`src/rtl/cpu_pkg.sv`:
```
// cpu_pkg: datapath widths and word/index types shared by decoder, ALU and register file.
// Pure declarations; no logic, no latency, no backpressure.
package cpu_pkg;
   localparam int DATA_WIDTH = 8;
   localparam int NUM_REGS   = 8;
   localparam int ADDR_WIDTH = 3;

   typedef logic [ADDR_WIDTH-1:0] reg_idx_t;
   typedef logic [DATA_WIDTH-1:0] data_t;
endpackage

```
`src/rtl/regfile_read_port.sv`:
```
// regfile_read_port: NUM_REGS:1 combinational read mux; REG_FILE_BYPASS_EN adds write forwarding.
// Zero latency, no backpressure; out-of-range selects return 0.
module regfile_read_port #(
   parameter int DATA_WIDTH = cpu_pkg::DATA_WIDTH,
   parameter int NUM_REGS   = cpu_pkg::NUM_REGS,
   parameter int ADDR_WIDTH = cpu_pkg::ADDR_WIDTH
) (
   input  logic [NUM_REGS-1:0][DATA_WIDTH-1:0] regs,
   input  logic [ADDR_WIDTH-1:0]               read_reg,
`ifdef REG_FILE_BYPASS_EN
   input  logic                                rst,
   input  logic                                reg_write,
   input  logic [ADDR_WIDTH-1:0]               write_reg,
   input  logic [DATA_WIDTH-1:0]               write_data,
`endif
   output logic [DATA_WIDTH-1:0]               read_data
);

   always_comb begin
      read_data = '0;
      for (int i = 0; i < NUM_REGS; i++) begin
         if (read_reg == ADDR_WIDTH'(i)) read_data = regs[i];
      end
`ifdef REG_FILE_BYPASS_EN
      // An out-of-range write is dropped, so it must not be forwarded either.
      if (!rst && reg_write && (read_reg == write_reg) && (int'(write_reg) < NUM_REGS))
         read_data = write_data;
`endif
   end

endmodule

```
`src/rtl/register_file.sv`:
```
// register_file: NUM_REGS x DATA_WIDTH registers, one synchronous write port, two combinational reads.
// Write visible after the edge, reads 0-cycle, no backpressure; define REG_FILE_BYPASS_EN for forwarding.
module register_file #(
   parameter int DATA_WIDTH = cpu_pkg::DATA_WIDTH,
   parameter int NUM_REGS   = cpu_pkg::NUM_REGS,
   parameter int ADDR_WIDTH = cpu_pkg::ADDR_WIDTH
) (
   input  logic                  clk,
   input  logic                  rst,
   input  logic                  reg_write,
   input  logic [ADDR_WIDTH-1:0] write_reg,
   input  logic [DATA_WIDTH-1:0] write_data,
   input  logic [ADDR_WIDTH-1:0] read_reg1,
   input  logic [ADDR_WIDTH-1:0] read_reg2,
   output logic [DATA_WIDTH-1:0] read_data1,
   output logic [DATA_WIDTH-1:0] read_data2
);

   logic [NUM_REGS-1:0][DATA_WIDTH-1:0] regs;

   // Reset wins over a same-edge write; indices beyond NUM_REGS match no register.
   always_ff @(posedge clk) begin
      if (rst) begin
         regs <= '0;
      end else if (reg_write) begin
         for (int i = 0; i < NUM_REGS; i++) begin
            if (write_reg == ADDR_WIDTH'(i)) regs[i] <= write_data;
         end
      end
   end

   regfile_read_port #(
      .DATA_WIDTH(DATA_WIDTH), .NUM_REGS(NUM_REGS), .ADDR_WIDTH(ADDR_WIDTH)
   ) u_read_port1 (
      .regs      (regs),
      .read_reg  (read_reg1),
`ifdef REG_FILE_BYPASS_EN
      .rst       (rst),
      .reg_write (reg_write),
      .write_reg (write_reg),
      .write_data(write_data),
`endif
      .read_data (read_data1)
   );

   regfile_read_port #(
      .DATA_WIDTH(DATA_WIDTH), .NUM_REGS(NUM_REGS), .ADDR_WIDTH(ADDR_WIDTH)
   ) u_read_port2 (
      .regs      (regs),
      .read_reg  (read_reg2),
`ifdef REG_FILE_BYPASS_EN
      .rst       (rst),
      .reg_write (reg_write),
      .write_reg (write_reg),
      .write_data(write_data),
`endif
      .read_data (read_data2)
   );

endmodule

```
`config.mk`:
```
export PLATFORM = sky130hd
export DESIGN_NAME = register_file
export DESIGN_NICKNAME = d
export VERILOG_FILES = /design/src/rtl/cpu_pkg.sv /design/src/rtl/regfile_read_port.sv /design/src/rtl/register_file.sv
export SDC_FILE = /design/constraint.sdc
export NUM_CORES = 1
export LEC_CHECK = 0
export BUFFER_PORTS_ARGS = -buffer_cell sky130_fd_sc_hd__buf_2
export CAP_MARGIN = 15
export CORE_MARGIN = 2
export CORE_UTILIZATION = 53
export CTS_CLUSTER_SIZE = 16
export DETAILED_ROUTE_END_ITERATION = 10
export PLACE_DENSITY = 0.8
export SYNTH_ARGS = -nofsm -noshare
export SYNTH_HDL_FRONTEND = slang
export SYNTH_SLANG_ARGS = --single-unit
```
`constraint.sdc`:
```
create_clock -name clk -period 1.4 [get_ports clk]
set_clock_uncertainty 0.05 [all_clocks]
set_input_delay 0.28 -clock clk [delete_from_list [all_inputs] [get_ports clk]]
set_output_delay 0.28 -clock clk [all_outputs]
set_load 0.1 [all_outputs]
```
==> flow_summary.yaml <==
synth:
  synth_seq_area_share: 0.3577
  synth_area_leaders: "dfxtp_1 36%, mux2i_1 11%, nand2_1 9.4%, a21oi_1 5.6%, mux2_2 5.0%"
  synthCells: 417
  ys_warn_count: 0
  syn-cell-area_sq_um: 3582
  avgSynthCellArea_sq_um: 8.590
  synth_top_area_cell: "dfxtp_1"
  synth_fp_nets: 437
  synthDistinctLibCells: 34
  ys_ff_latch: 64
  synth_top_area_frac: 0.3577
layout:
  drive_gt1_frac: 0.4213
  num-nets-final: 504
  fin_util: 0.7803
  area_growth_pct: 40.69
  n_antenna_cell: 0
  largest_reg_flops: 64
  largestRegisters: "regs: 64 flops"
  instances_no_fill: 566
  largest-register: "regs"
pwr:
  fin_total_pwr_w: 0.004696
  power_density_nw_per_um2: 931.8
  vdd_drop_max_v: 0.0008434
  power.leakage_nw: 1.878
die:
  fp.dieW_um: 86.21
  die_y_um: 86.21
  num_io_pins: 36
  core_sq_um: 6459
  fp-row-count: 29
  dieArea_sq_um: 7432
  start_util: 0.5546
place:
  dp.cells: 549
  globalplace.congestion: 0.9954
  dp_hpwl_um: 8137
  io_buffers: 35
route:
  routedWlPerCell_um: 21.25
  drc: 0
  ant_nets: 0
  first_pass_iters: 5
  viasPerCell: 6.260
  num_vias: 3543
  drt_iter0_drc: 337
  wirelength_um: 12030
clock_tree:
  ctsRootBufferMaster: "clkbuf_8"
  cts_buffers: 9
  clkLatencyLatePin_ns: 0.37
  cts_tree: "built"
  holdBufCountCts: 0
  htree_levels: 3
  cts.sinks: 64
  cts_buffer_depth: 2
  path_clk_slew_ns: 0.08
worst_hold_path:
  hp-class: "in2reg"
timing:
  finalSetupTns_ns: -7.407
  setup_viol: 16
  worst_slack_ns: -0.5701
  slew_headroom: 0.6706
  hold_violations: 0
  post-route-min-period_ns: 1.970
  tightest_slew_ns: 0.4914
  rsz0062_at_grt: "true"
  whs_ns: 0.1878
  timing.fmax_mhz: 507.6
  drv_slew: 0
  post-route-period-util: 1.407
global_route:
  grt_max_degree: 65
  antenna_found_initial: 0
  grt_pass1_vias: 3618
  overflow: 0
  gr-usage-all-layers: 0.3440
  grt_pass1_wl_um: 19070
run_status:
  outcome: "finished, violations left"
  violations: "setup timing"
setup_path:
  startpoint_type: "register"
  path_class: "reg2out"
  worstPathCellList: "mux4_2 > mux2_4 > buf_12"
  path_max_fanout: 2
  cpPeakStageDelay_ns: 0.46
  cp-end-kind: "output port"
  arrival_ns: 1.64
  cp_slowest_cell: "mux4_2"
  required_ns: 1.07
job:
  drv_cap: 0
==> kinds of logic (layout without fill, tap and decap cells) <==
| kind of cell | after synthesis | after routing | synth area share |
|---|---|---|---|
| AND/OR/NAND/NOR | 162 | 162 | 0.2225 |
| AO/OA/AOI/OAI | 93 | 93 | 0.1757 |
| flip-flops | 64 | 64 | 0.3577 |
| multiplexers | 57 | 57 | 0.1743 |
| buffers and inverters | 41 | 113 | 0.06986 |
==> final cells by class <==
type,instances,area [sq um]
Multi-Input combinational cell,312,2440
Fill cell,389,1419
Sequential cell,64,1314
Timing Repair Buffer,97,973.4
Clock buffer,12,165.2
Tap cell,77,96.34
Clock inverter,4,51.30
==> synthesized netlist by cell type <==
library cell	instances
nand2_1	90
dfxtp_1	64
a21oi_1	40
mux2i_1	38
nor2_1	25
nor2b_1	23
buf_2	19
mux2_2	16
a211oi_1	15
clkbuf_1	10
buf_6	9
a22oi_1	8
a31oi_1	8
a221oi_1	7
a221oi_2	7
or2_0	7
o21ai_0	5
and4b_1	3
and4bb_1	3
nand4b_1	3
o21ai_1	3
and3b_1	2
and2b_1	1
and2b_4	1
and4_1	1
buf_1	1
buf_4	1
clkbuf_2	1
mux2_4	1
mux4_1	1
mux4_2	1
nand4_1	1
nor4b_4	1
or4b_1	1
==> cell usage in the layout, fill, tap and decap left out, drive strengths merged, types with 12 or more instances in the layout <==
cell type	netlist	layout
nand2	90	90
buf	30	97
nor2	25	25
a211oi	15	15
a221oi	14	14
dfxtp	64	64
a21oi	40	40
nor2b	23	23
clkbuf	11	12
mux2i	38	38
mux2	17	17
==> worst max-delay path, delay by kind of cell (launching register included) <==
kind / cells / cell delay [ns]
DFF: 1 / 0.34
muxes: 2 / 0.76
buffers and inverters: 1 / 0.17
==> metal layers <==
metal  GRT usage  routed length (um)  vias up
met2      0.5469                5749      198
met4      0.2003                 502        0
met1      0.4223                4821     1704
met5           0                   0        -
li1            -                   -     1598
met3     0.08857                 953       43
==> what timing repair did <==
action | 4_1_cts | 5_1_grt
buffers inserted | 1 | 0
gates cloned | 0 | 0
gates resized for setup | 59 | 10
pin swaps | 10 | 4
endpoints found under the setup margin | 16 | 16
==> stage by stage <==
step,setup slack (ns),cell area (sq um)
after floorplan,-0.5525,3877
after global placement,-0.5212,4619
after detailed placement,-0.5423,4619
after CTS,-0.5593,5010
after global routing,-0.5860,5040
final,-0.5701,5040
==> power breakdown <==
group / switching [W] / internal (W)
Sequential: 0.0000353 / 0.00186
Clock: 0.000771 / 0.000967
Combinational: 0.000649 / 0.000411
Total: 0.00146 / 0.00324
==> final timing paths <==
check	to	cells past startpoint	from	slack, ns
setup / recovery	read_data2[0]	3	regs[56]	-0.57
hold / removal	regs[48]	3	write_data[0]	0.19
setup reg to reg	regs[8]	3	regs[8]	0.55
hold reg to reg	regs[45]	2	regs[45]	0.44
Note: power is estimated with default switching activity, not from simulation.
